### src/rtl/cdc_req_ack_ctrl_if.sv
// Handshake bundle for cdc_req_ack_ctrl: local valid/ready word port, crossing bus and error flag.
// The slave modport belongs to the controller and the master modport to whatever drives it.
interface cdc_req_ack_ctrl_if #(
    parameter int DSIZE = 8
);
    logic [DSIZE-1:0] in_data;
    logic             in_valid;
    logic             in_ready;
    logic [DSIZE-1:0] xdata;
    logic             xreq;
    logic             xack;
    logic             busy;
    logic             timeout_err;
    logic             clr_err;

    modport master (
        output in_data, in_valid, xack, clr_err,
        input  in_ready, xdata, xreq, busy, timeout_err
    );

    modport slave (
        input  in_data, in_valid, xack, clr_err,
        output in_ready, xdata, xreq, busy, timeout_err
    );
endinterface

### src/rtl/cdc_req_ack_ctrl.sv
// Source-side sequencer for a toggle request/acknowledge crossing: holds each word on xdata,
// toggles xreq one cycle later and waits for the synchronized xack toggle to match.
module cdc_req_ack_ctrl #(
    parameter int DSIZE   = 8,
    parameter int LAT     = 2,
    parameter int TIMEOUT = 0
) (
    input  logic                  clk,
    input  logic                  rst_n,
    cdc_req_ack_ctrl_if.slave     bus
);
    localparam int CW = (TIMEOUT > 0) ? $clog2(TIMEOUT + 1) : 1;
    localparam logic [CW-1:0] TMO_MAX = CW'(TIMEOUT);
    localparam logic [CW-1:0] TMO_M1  = CW'(TIMEOUT - 1);

    typedef enum logic [1:0] {
        ST_IDLE  = 2'd0,
        ST_SETUP = 2'd1,
        ST_WAIT  = 2'd2
    } state_t;

    state_t           state_r;
    state_t           next_s;
    logic [LAT-1:0]   sync_r;
    logic             ack_s;
    logic [CW-1:0]    cnt_r;
    logic [DSIZE-1:0] xdata_r;
    logic             xreq_r;
    logic             in_ready_r;
    logic             busy_r;
    logic             err_r;
    logic             accept_s;
    logic             toggle_s;
    logic             set_s;

    assign ack_s           = sync_r[LAT-1];
    assign bus.xdata       = xdata_r;
    assign bus.xreq        = xreq_r;
    assign bus.in_ready    = in_ready_r;
    assign bus.busy        = busy_r;
    assign bus.timeout_err = err_r;

    // Next-state decode and transfer strobes
    always_comb begin
        next_s   = state_r;
        accept_s = 1'b0;
        toggle_s = 1'b0;
        case (state_r)
            ST_IDLE: begin
                if (bus.in_valid) begin
                    next_s   = ST_SETUP;
                    accept_s = 1'b1;
                end else begin
                    next_s = ST_IDLE;
                end
            end
            ST_SETUP: begin
                next_s   = ST_WAIT;
                toggle_s = 1'b1;
            end
            ST_WAIT: begin
                if (ack_s == xreq_r) begin
                    next_s = ST_IDLE;
                end else begin
                    next_s = ST_WAIT;
                end
            end
            default: begin
                next_s = ST_IDLE;
            end
        endcase
    end

    // Error set fires once, on the cycle the saturating count reaches TIMEOUT
    always_comb begin
        set_s = 1'b0;
        if ((TIMEOUT != 0) && (state_r == ST_WAIT) && (cnt_r == TMO_M1)) begin
            set_s = 1'b1;
        end else begin
            set_s = 1'b0;
        end
    end

    // State register; ready/busy are registered copies of the next-state decode
    always_ff @(posedge clk or negedge rst_n) begin
        if (!rst_n) begin
            state_r    <= ST_IDLE;
            in_ready_r <= 1'b1;
            busy_r     <= 1'b0;
        end else begin
            state_r    <= next_s;
            in_ready_r <= (next_s == ST_IDLE);
            busy_r     <= (next_s != ST_IDLE);
        end
    end

    // Crossing bus: data loads on accept, request toggles only on leaving SETUP
    always_ff @(posedge clk or negedge rst_n) begin
        if (!rst_n) begin
            xdata_r <= {DSIZE{1'b0}};
            xreq_r  <= 1'b0;
        end else begin
            if (accept_s) begin
                xdata_r <= bus.in_data;
            end
            if (toggle_s) begin
                xreq_r <= ~xreq_r;
            end
        end
    end

    // xack synchronizer; nothing else may sample xack (LAT must be at least 2)
    always_ff @(posedge clk or negedge rst_n) begin
        if (!rst_n) begin
            sync_r <= {LAT{1'b0}};
        end else begin
            sync_r <= {sync_r[LAT-2:0], bus.xack};
        end
    end

    // WAIT_ACK cycle counter, cleared on entry and saturating at TIMEOUT
    always_ff @(posedge clk or negedge rst_n) begin
        if (!rst_n) begin
            cnt_r <= {CW{1'b0}};
        end else if (toggle_s) begin
            cnt_r <= {CW{1'b0}};
        end else if ((state_r == ST_WAIT) && (cnt_r != TMO_MAX)) begin
            cnt_r <= cnt_r + CW'(1);
        end
    end

    // Sticky timeout flag; a same-cycle set beats clr_err
    always_ff @(posedge clk or negedge rst_n) begin
        if (!rst_n) begin
            err_r <= 1'b0;
        end else if (set_s) begin
            err_r <= 1'b1;
        end else if (bus.clr_err) begin
            err_r <= 1'b0;
        end
    end
endmodule

### src/flat_wrapper.sv
// flat-port wrapper written by rule: the top's interface ports become plain ports
module cdc_req_ack_ctrl_flat 
#(
    parameter int DSIZE   = 8,
    parameter int LAT     = 2,
    parameter int TIMEOUT = 0
)
  (clk, rst_n, bus_in_data, bus_in_valid, bus_xack, bus_clr_err, bus_in_ready, bus_xdata, bus_xreq, bus_busy, bus_timeout_err);
  cdc_req_ack_ctrl_if #(.DSIZE(DSIZE)) bus_i ();
  input  logic clk;
  input  logic rst_n;
  input wire logic [$bits(bus_i.in_data)-1:0] bus_in_data;
  input wire logic [$bits(bus_i.in_valid)-1:0] bus_in_valid;
  input wire logic [$bits(bus_i.xack)-1:0] bus_xack;
  input wire logic [$bits(bus_i.clr_err)-1:0] bus_clr_err;
  output wire logic [$bits(bus_i.in_ready)-1:0] bus_in_ready;
  output wire logic [$bits(bus_i.xdata)-1:0] bus_xdata;
  output wire logic [$bits(bus_i.xreq)-1:0] bus_xreq;
  output wire logic [$bits(bus_i.busy)-1:0] bus_busy;
  output wire logic [$bits(bus_i.timeout_err)-1:0] bus_timeout_err;
  assign bus_i.in_data = bus_in_data;
  assign bus_i.in_valid = bus_in_valid;
  assign bus_i.xack = bus_xack;
  assign bus_i.clr_err = bus_clr_err;
  assign bus_in_ready = bus_i.in_ready;
  assign bus_xdata = bus_i.xdata;
  assign bus_xreq = bus_i.xreq;
  assign bus_busy = bus_i.busy;
  assign bus_timeout_err = bus_i.timeout_err;
  cdc_req_ack_ctrl #(.DSIZE(DSIZE), .LAT(LAT), .TIMEOUT(TIMEOUT)) u_core (.clk(clk), .rst_n(rst_n), .bus(bus_i));
endmodule
### config.mk
export PLATFORM = sky130hd
export DESIGN_NAME = cdc_req_ack_ctrl_flat
export DESIGN_NICKNAME = d
export VERILOG_FILES = /design/src/rtl/cdc_req_ack_ctrl_if.sv /design/src/rtl/cdc_req_ack_ctrl.sv /design/src/flat_wrapper.sv
export SDC_FILE = /design/constraint.sdc
export NUM_CORES = 1
export LEC_CHECK = 0
export BUFFER_PORTS_ARGS = -buffer_cell sky130_fd_sc_hd__clkbuf_2
export CAP_MARGIN = 10
export CORE_AREA = 2 2 40 42
export DETAILED_ROUTE_END_ITERATION = 10
export DIE_AREA = 0 0 42 44
export PLACE_DENSITY_LB_ADDON = 0.25
export SETUP_SLACK_MARGIN = 0.5
export SYNTH_ARGS = -nofsm -noshare
export SYNTH_HDL_FRONTEND = slang
export SYNTH_SLANG_ARGS = --single-unit
export TNS_END_PERCENT = 1
### constraint.sdc
create_clock -name clk -period 1.5 [get_ports clk]
set_input_delay 0.225 -clock clk [delete_from_list [all_inputs] [get_ports clk]]
set_output_delay 0.225 -clock clk [all_outputs]
set_load 0.005 [all_outputs]
* Yosys cells after proc, flatten, opt, wreduce, memory -nomap -nowiden *
Cells that the tools add are included.

word-level totals
  input bits = 13
  register bits after elaboration = 15
  logic and storage cells = 19

cells by class
  reduce and logical (&&, ||, !) cells = 3
  mux-type cells = 6
  bitwise logic cells = 1
  eq/ne operators = 3

operator list
  operator            count
  $pmux 2 s3          1
  $logic_not 2->1     2
  $mux 1              4
  $eq 2x1->1 const B  1
  $eq 2x2->1 const B  1
  $mux 2              1
  $reduce_bool 2->1   1
  $eq 1x1->1          1
  $not 1->1           1

* Logic depth before layout (Yosys ltp) *
Gate-level depths: netlist (run 1).

  depth in word-level cells = 4
  depth in mapped cells = 3
  depth with buffers taken out = 2

* Worst setup path before layout (run 1) *
No wires, ideal clock.

  kind = reg2reg
  start point = reg u_core.state_r[0]
  end point = reg u_core.xdata_r[0], in the netlist u_core.bus.xdata[0]
  data arrival time = 1.034 ns
  setup time = 0.125 ns
  slack = 0.341 ns
  data required time = 1.375 ns
  period minus slack after synthesis = 1.159 ns
  stages on the path, launching flop included = 4
  path buffers = 1
  path through = dfrtp_1 nor3b_2 buf_6 mux2_4

on the way
  longest elaborated chain between the ends = 2

ends and longest elaborated chain
  what                      RTL line                 source
  start: declaration        cdc_req_ack_ctrl.sv:22   state_t state_r;
  start signal: assignment  cdc_req_ack_ctrl.sv:91   state_r <= next_s;
  $logic_not 2->1           cdc_req_ack_ctrl.sv:48   case (state_r)
  $mux 1                    cdc_req_ack_ctrl.sv:48
  end signal: assignment    cdc_req_ack_ctrl.sv:100  xdata_r <= {DSIZE{1'b0}};
  end signal: assignment    cdc_req_ack_ctrl.sv:104  xdata_r <= bus.in_data;
  end: declaration          cdc_req_ack_ctrl.sv:27   logic [DSIZE-1:0] xdata_r;

No other way between the ends.
A chain may end at the register's enable or synchronous reset.

* Final worst setup path (run 1) *
  start point = reg u_core.state_r[0]
  end point = reg u_core.xdata_r[7], in the netlist u_core.bus.xdata[7]

Same word-level chain as after synthesis.

==> flow_summary.json, run 1 <==
{
  "cap_viol_max_count": 0,
  "hold_depth": 1,
  "synth_compound_area_frac": 0.03609,
  "start_kind": "flip-flop",
  "track_usage": 0.1165,
  "postCtsSetupBuffers": 0,
  "first_pass_iters": 4,
  "drtIter0Drc": 3,
  "setup-violations-final": 0,
  "num_vias": 371,
  "worstSetupPathType": "reg -> reg",
  "clkSlewWorstSetupHoldPaths_ps": 80,
  "reg2reg_depth": 3,
  "ys_top_cells_by_area": "dfrtp_1 (59%), mux2_4 (20%), dfstp_2 (4.5%)",
  "die_y_microns": 44,
  "vias_per_cell": 4.818,
  "yosysUniqueCellTypes": 14,
  "initial_core_util": 0.4153,
  "fp.dieW_microns": 42,
  "clock-root-buffer": "clkbuf_4",
  "synth_nets": 48,
  "routabilityCongestion": 0.6587,
  "cp.arrival_ps": 1380,
  "final_nets": 75,
  "hold_viol_final": 0,
  "cellPowerDensity_nw_per_um2": 1934,
  "holdCritPathClass": "in -> reg",
  "synthMuxAreaShare": 0.2038,
  "numClockSinks": 15,
  "antenna_found_initial": 0,
  "rsz0062_at_grt": "true",
  "ant_nets": 0,
  "fp-row-count": 14,
  "syn_inst": 35,
  "yosys.area_share.simple": 0.05308,
  "fill_cells": 132,
  "ys_warn_count": 0,
  "gr-total-overflow": 0,
  "portBuffers": 22,
  "grt_pass1_vias": 373,
  "area_delta_synth_final_pct": 26.96,
  "yosysTopAreaCell": "dfrtp_1",
  "grt_max_degree": 16,
  "period_share": 0.8126,
  "finClkSkew_ps": 1.359,
  "ys_seq_elements": 15,
  "grt_first_pass_wirelength_microns": 1573,
  "synth_top_family_by_area": "multiplexers",
  "syn_avg_cell_area_sq_um": 16.84,
  "status": "finished, final reports clean",
  "syn_area_sq_um": 589.3,
  "drc_errors": 0,
  "cp.required_ps": 1660,
  "max_freq_mhz": 820.4,
  "ioPinCount": 25,
  "ys_seq_area_frac": 0.6391,
  "htree_levels": 1,
  "synth_top_area_share": 0.5945,
  "drive_gt1_frac": 0.6230,
  "synthAdderAreaFrac": 0,
  "min_period_ps": 1219,
  "cts_buffers": 3,
  "power.leakage_nw": 0.3777,
  "dp_slack_ps": 258.8,
  "diodes": 0,
  "routedWlPerCell_microns": 11.77,
  "drv_slew": 0,
  "layout_setup_ws_ps": 281.1,
  "crit_fanout": 9,
  "routed_wl_microns": 906,
  "yosys.area_share.xor_xnor": 0.02972,
  "peakVddDrop_v": 0.0009801,
  "cts_tree": "yes",
  "core_area_sq_um": 1419,
  "final.setup.tns_ps": 0,
  "worstSetupEndpointType": "flip-flop",
  "die-area_sq_um": 1848,
  "cts.path.max_buffers": 2,
  "clkLatencyLatePin_ps": 270
}
final cells by class:
class | instances | area, sq um | share of cell area
sequential | 15 | 376.6 | 0.5033
timing repair buffer | 24 | 131.4 | 0.1756
multi-input combinational | 18 | 193.9 | 0.2592
clock buffer | 4 | 26.28 | 0.03512
tap | 16 | 20.02 | 0.02676
path summary, 6_finish.rpt:
check | startpoint | slack (ps) | to
worst max-delay path | u_core.state_r[0] | 280 | u_core.bus.xdata[7]
worst min-delay path | bus_xack | 60 | u_core.sync_r[0]
worst max register to register | u_core.state_r[0] | 280 | u_core.bus.xdata[7]
worst min register to register | u_core.sync_r[0] | 350 | u_core.sync_r[1]
max in group asynchronous | rst_n | 810 | u_core.bus.in_ready
min in group asynchronous | rst_n | 390 | u_core.sync_r[1]
cells in the final DEF, fill, tap and decap left out:
cell	instances
xnor2_1	2
nand2b_1	1
mux2_4	8
o22a_2	1
dfstp_2	1
dlygate4sd3_1	1
clkbuf_4	3
clkbuf_1	1
o21ai_0	1
nor3b_2	1
clkbuf_2	22
conb_1	1
buf_6	1
or2b_2	1
o22ai_1	1
nor2_1	1
dfrtp_1	14
synth_stat cells:
cell	n
dfrtp_1	14
mux2_4	8
xnor2_1	2
buf_4	1
buf_6	1
conb_1	1
dfstp_2	1
nand2b_1	1
nor2_1	1
nor3b_2	1
o21ai_0	1
o22a_2	1
o22ai_1	1
or2b_2	1
layer usage:
metal / track usage / share of wire / up-vias
met5: 0 / 0 / -
met4: 0.03871 / 0 / 0
met3: 0.04167 / 0.070 / 0
met2: 0.1906 / 0.51 / 18
met1: 0.1444 / 0.42 / 184
li1: - / - / 169
sequential cells by signal, summed over array words and instances, names as in the netlist:
| signal | flops |
|---|---|
| u_core.bus.xdata | 8 |
| u_core.state_r | 2 |
| u_core.sync_r | 2 |
| u_core.bus.busy | 1 |
| u_core.bus.in_ready | 1 |
| u_core.bus.xreq | 1 |
repair_timing:
action	4_1_cts	5_1_grt
hold endpoints to repair	14	0
setup endpoints to repair	18	21
pin swaps	0	0
hold buffers	1	0
gates resized for setup	1	0
report_power, final:
group | internal (mW) | total [mW] | switching (mW)
Combinational | 0.346 | 0.532 | 0.186
Clock | 0.103 | 0.217 | 0.114
Sequential | 0.588 | 0.698 | 0.110
critical path, cell delays in order (launching register included):
cell and delay [ps]:
dfrtp_1 410, nor3b_2 210, buf_6 180, mux2_4 300
metrics by stage:
stage                     utilization  hold slack, ps  power, mW  area (sq um)  std cells
after floorplan                     -          -70.59      1.024         589.3         35
after global placement         0.4991           146.3      1.222         708.2         72
after detailed placement       0.4991           152.3      1.235         708.2         72
after CTS                      0.5273           42.68      1.476         748.2         77
after global routing           0.5273           33.67      1.551         748.2         77
final                          0.5273           56.10      1.447         748.2         77
kinds of logic (layout without fill, tap and decap cells):
logic type | count (synthesis) | after routing
buf+inv | 2 | 28
compound gates | 3 | 3
simple gates | 4 | 4
flops | 15 | 15
mux | 8 | 8
xor+xnor | 2 | 2
other cells | 1 | 1
(Power assumes the default switching activity.)
==> run 2: changes to the inputs <==
- ABC_AREA: unset -> 1
- clock period: 1.5 -> 1.2 ns (I/O delays scaled with it)
==> run 2 against run 1 <==
- critical path depth down 2
- sequential power rose by 19%
- die area stayed put
- largest cell class unchanged
- routed wire length up 14%
- utilization rose by 0.18 points
- largest power group unchanged
==> flow_summary.json, run 2 <==
{
  "syn_avg_cell_area_sq_um": 10.01,
  "cap_viol_max_count": 0,
  "ys_top_cells_by_area": "dfrtp_1 (61%), nand2_1 (16%), dfstp_2 (4.6%)",
  "synth_top_area_share": 0.6140,
  "die-area_sq_um": 1848,
  "wl_met2_microns": 494,
  "vias_per_cell": 4.363,
  "syn_area_sq_um": 570.5,
  "fp-row-count": 14,
  "area_delta_synth_final_pct": 31.58,
  "rsz0062_at_grt": "true",
  "final_nets": 100,
  "highest_layer": "met4",
  "htree_levels": 1,
  "status": "finished, final reports clean",
  "hold_depth": 3,
  "start_kind": "flip-flop",
  "gr-total-overflow": 0,
  "period_share": 0.8984,
  "critPathSlowestCell": "dfstp_2",
  "synth_common_cells": "nand2_1 (25), dfrtp_1 (14), nand2_2 (4)",
  "setup-violations-final": 0,
  "diodes": 0,
  "ys_warn_count": 0,
  "ys_seq_elements": 15,
  "clkSlewWorstSetupHoldPaths_ps": 90,
  "initial_core_util": 0.4021,
  "peakVddDrop_v": 0.0009721,
  "crit_fanout": 1,
  "fill_cells": 133,
  "portBuffers": 22,
  "first_pass_iters": 4,
  "min_period_ps": 1078,
  "drive_gt1_frac": 0.4186,
  "hold_viol_final": 0,
  "core_area_sq_um": 1419,
  "ant_nets": 0,
  "max_stage_delay_ps": 520,
  "worstSetupEndpointType": "primary output",
  "final.setup.tns_ps": 0,
  "cts_buffers": 3,
  "max_freq_mhz": 927.6,
  "largest_reg_flops": 8,
  "clock-root-buffer": "clkbuf_4",
  "finClkSkew_ps": 2.609,
  "routedWlPerCell_microns": 10.14,
  "grt_first_pass_wirelength_microns": 1621,
  "final_common_cell": "nand2_1",
  "post-route-util": 0.5291,
  "layout_common_cells": "nand2_1 (25), clkbuf_2 (22), dfrtp_1 (14), nand2_2 (4)",
  "die_y_microns": 44,
  "routabilityCongestion": 0.6096,
  "grt_max_degree": 16,
  "dpl.hpwl_microns": 708.4,
  "path_buf_inv": 1,
  "reg2reg_depth": 6,
  "multiInputGateArea_sq_um": 160.2,
  "syn_inst": 57,
  "cp.arrival_ps": 900,
  "holdCritPathClass": "in -> reg",
  "seqCellArea_sq_um": 376.6,
  "cts_tree": "yes",
  "antenna_found_initial": 0,
  "routed_wl_microns": 1034,
  "fp.dieW_microns": 42,
  "cts.path.max_buffers": 2,
  "yosysUniqueCellTypes": 13,
  "route.met3.wl_microns": 62,
  "synth_nets": 70,
  "cp_cell_sequence": "clkbuf_2",
  "worst-path-stages": 1,
  "num_vias": 445,
  "synth_edf_count": 0,
  "drc_errors": 0,
  "power.leakage_nw": 0.4322,
  "drtIter0Drc": 2,
  "numClockSinks": 15,
  "clkLatencyLatePin_ps": 280,
  "ctsResizeCount": 0,
  "cellPowerDensity_nw_per_um2": 2261,
  "wl_met1_microns": 447,
  "async_reset_ff_frac": 1.000,
  "cp.required_ps": 1020,
  "synth_ff_type": "dfrtp_1",
  "yosysMostFrequentCell": "nand2_1",
  "yosysTopAreaCell": "dfrtp_1",
  "track_usage": 0.1290,
  "grt_pass1_vias": 381,
  "ys_seq_area_frac": 0.6601,
  "path_delay_family": "flip-flops",
  "drv_slew": 0,
  "worstSetupPathType": "reg -> out",
  "ioPinCount": 25
}
-- run 2: repair_timing --
item	CTS	global route
pin swaps	0	1
endpoints found under the setup margin	24	24
buffers inserted	0	2
hold endpoints to repair	15	0
hold buffers	2	0
-- run 2: final timing paths --
path | slack [ps] | end | start
max in group asynchronous | 550 | u_core.bus.in_ready | rst_n
worst min-delay path | 90 | u_core.bus.xdata[3] | bus_in_data[3]
min in group asynchronous | 350 | u_core.state_r[1] | rst_n
worst max-delay path | 120 | bus_in_ready | u_core.bus.in_ready
worst min register to register | 370 | u_core.sync_r[1] | u_core.sync_r[0]
worst max register to register | 200 | u_core.bus.xdata[4] | u_core.state_r[1]
-- run 2: kinds of logic (layout without fill, tap and decap cells) --
group / after synthesis / in the layout / share of synthesized area
xor+xnor: 1 / 1 / 0.01535
buf+inv: 6 / 35 / 0.05922
flops: 15 / 15 / 0.6601
other cells: 1 / 1 / 0.006573
simple gates: 34 / 34 / 0.2588
-- run 2: cell type report --
class | instances | area share
sequential | 15 | 0.5017
multi-input combinational | 36 | 0.2133
timing repair buffer | 27 | 0.2033
clock buffer | 4 | 0.03500
tap | 16 | 0.02667
inverter | 4 | 0.02000
-- run 2: worst min-delay path, stage by stage --
cell	delay, ps
clkbuf_2	70
nand2_1	40
nand2_1	50
-- run 2: per-stage QoR --
| stage | power, mW | setup WS (ps) | hold slack, ps | instances | area [sq um] |
|---|---|---|---|---|---|
| 6_report | 1.698 | 121.9 | 91.74 | 102 | 750.7 |
| 5_1_grt | 1.847 | 91.19 | 96.03 | 102 | 750.7 |
| 4_1_cts | 1.695 | 110.6 | 87.68 | 100 | 735.7 |
| 3_5_place_dp | 1.406 | 155.2 | 108.9 | 94 | 689.4 |
| 3_3_place_gp | 1.385 | 172.3 | 108.0 | 94 | 689.4 |
| 2_1_floorplan | 1.148 | 346.2 | -115.6 | 57 | 570.5 |
-- run 2: power by group --
group | internal, mW | switching, mW
registers | 0.725 | 0.105
clock network | 0.129 | 0.156
logic | 0.278 | 0.305
-- run 2: routing by layer --
layer / global-route usage / vias to the layer above
met4: 0.1161 / 0
met3: 0.03750 / 4
met1: 0.1444 / 196
met2: 0.2000 / 19
met5: 0 / -
li1: - / 226
==> run 3: changes to the inputs <==
- BUFFER_PORTS_ARGS: -buffer_cell sky130_fd_sc_hd__clkbuf_2 -> unset
- CELL_PAD_IN_SITES_DETAIL_PLACEMENT: unset -> 1
- CELL_PAD_IN_SITES_GLOBAL_PLACEMENT: unset -> 1
- CORE_AREA: 2 2 40 42 -> 2 2 41 43
- DIE_AREA: 0 0 42 44 -> 0 0 43 45
- DONT_BUFFER_PORTS: unset -> 1
==> run 3 against run 2 <==
- fmax is 9.4% higher
- global-route usage is 1.1 points lower
- first-iteration DRC count stayed put
- cell count is 19% lower
- sequential power is 5.5% higher
- largest cell class unchanged
- sequential cell count stayed put
- utilization is 6.7 points lower
- die area is 4.7% higher
- total power is 7.1% lower
- clock-buffer cell count is 1 lower
- via count is 11% lower
- worst hold slack worse by 81 ps
==> flow_summary.json, run 3 (synthesis gave the netlist of run 2 again) <==
{
  "status": "finished, final reports clean",
  "worst-path-stages": 0,
  "cap_viol_max_count": 0,
  "final.setup.tns_ps": 0,
  "fp.dieW_microns": 43,
  "rsz0062_at_grt": "true",
  "worstSetupPathType": "reg -> out",
  "cellPowerDensity_nw_per_um2": 2318,
  "grt_max_degree": 16,
  "cts_tree": "yes",
  "die_y_microns": 45,
  "num_vias": 397,
  "routedWlPerCell_microns": 12.48,
  "first_pass_iters": 2,
  "setup-violations-final": 0,
  "reg2reg_depth": 6,
  "r2r_slack_ps": 230,
  "instances_no_fill": 83,
  "grt_first_pass_wirelength_microns": 1614,
  "area_delta_synth_final_pct": 19.30,
  "start_kind": "flip-flop",
  "core_area_sq_um": 1471,
  "dpl.hpwl_microns": 701.1,
  "worstHoldStart": "bus_in_data[6]",
  "finClkSkew_ps": 1.805,
  "post_dp_cell_area_sq_um": 579.3,
  "hold_depth": 2,
  "numClockSinks": 15,
  "final_nets": 81,
  "dp_slack_ps": 175.6,
  "drive_gt1_frac": 0.2687,
  "routed_wl_microns": 1036,
  "cts.path.max_buffers": 2,
  "htree_levels": 1,
  "holdCritPathClass": "in -> reg",
  "post-route-util": 0.4626,
  "clock-root-buffer": "clkbuf_4",
  "ioPinCount": 25,
  "crit_fanout": 1,
  "track_usage": 0.1182,
  "largest_reg_flops": 8,
  "worstSetupEndpointType": "primary output",
  "fill_cells": 184,
  "slew_headroom": 0.5590,
  "cp.arrival_ps": 810,
  "period_share": 0.8211,
  "diodes": 0,
  "clkSlewWorstSetupHoldPaths_ps": 90,
  "routabilityCongestion": 0.6844,
  "worstMarginPinSlew_ps": 659.3,
  "cts_buffers": 3,
  "hold_end": "u_core.bus.xdata[6]",
  "die-area_sq_um": 1935,
  "final_common_cell": "nand2_1",
  "fin_area_sq_um": 680.7,
  "layout_common_cells": "nand2_1 (23), dfrtp_1 (14), nand2_2 (6), dlygate4sd3_1 (4)",
  "min_period_ps": 985.4,
  "drtIter0Drc": 2,
  "power.leakage_nw": 0.3585,
  "ant_nets": 0,
  "layout_setup_ws_ps": 214.6,
  "vias_per_cell": 4.783,
  "drv_slew": 0,
  "initial_core_util": 0.3878,
  "peakVddDrop_v": 0.0008646,
  "clkLatencyLatePin_ps": 270,
  "r2r_start": "u_core.state_r[1]",
  "cp-startpoint": "u_core.bus.in_ready",
  "antenna_found_initial": 0,
  "grt_pass1_vias": 390,
  "max_freq_mhz": 1015,
  "place_inst": 72,
  "drc_errors": 0,
  "timing.hold.ws_ps": 10.84,
  "rr_endpoint": "u_core.bus.xdata[2]",
  "gr-total-overflow": 0,
  "fp-row-count": 14,
  "p_total_mw": 1.578,
  "portBuffers": 0,
  "cp.required_ps": 1020,
  "hold_viol_final": 0
}
run 3: changes by cell type in the layout (fill, tap and decap cells not counted), sizes merged:
cell | before | now
dlygate4sd3 | 2 | 4
buf | 3 | 4
clkinv | 0 | 1
clkbuf | 26 | 3
run 3: report_power, final:
| group | internal (mW) | switching [mW] |
|---|---|---|
| sequential | 0.727 | 0.148 |
| combinational | 0.182 | 0.241 |
| clock | 0.123 | 0.156 |
run 3: final cells by class:
cell class                 instances  area (sq um)  share of cell area
clock buffer                       3         22.52             0.03309
clock inverter                     1         5.005            0.007353
inverter                           4         17.52             0.02574
multi-input combinational         36         165.2              0.2426
sequential                        15         376.6              0.5533
tap                               16         20.02             0.02941
timing repair buffer               8         73.82              0.1085
run 3: how the worst max path moves through the flow:
stage / end
final: bus_in_ready
after global routing: u_core.bus.xdata[6]
after CTS: bus_in_ready
after detailed placement: u_core.bus.xdata[6]
after global placement: u_core.bus.xdata[6]
after floorplan: u_core.bus.xdata[1]
run 3: per-layer routing:
metal	track usage	wire length, microns
met2	0.1939	519
met4	0.07273	7
met5	0	0
met1	0.1392	435
met3	0.03200	74
run 3: what timing repair did:
item / CTS / global route
hold buffers: 3 / 1
setup endpoints to repair: 24 / 39
pin swaps: 1 / 2
buffers inserted: 3 / 0
gates resized for setup: 2 / 2
hold endpoints to repair: 17 / 1
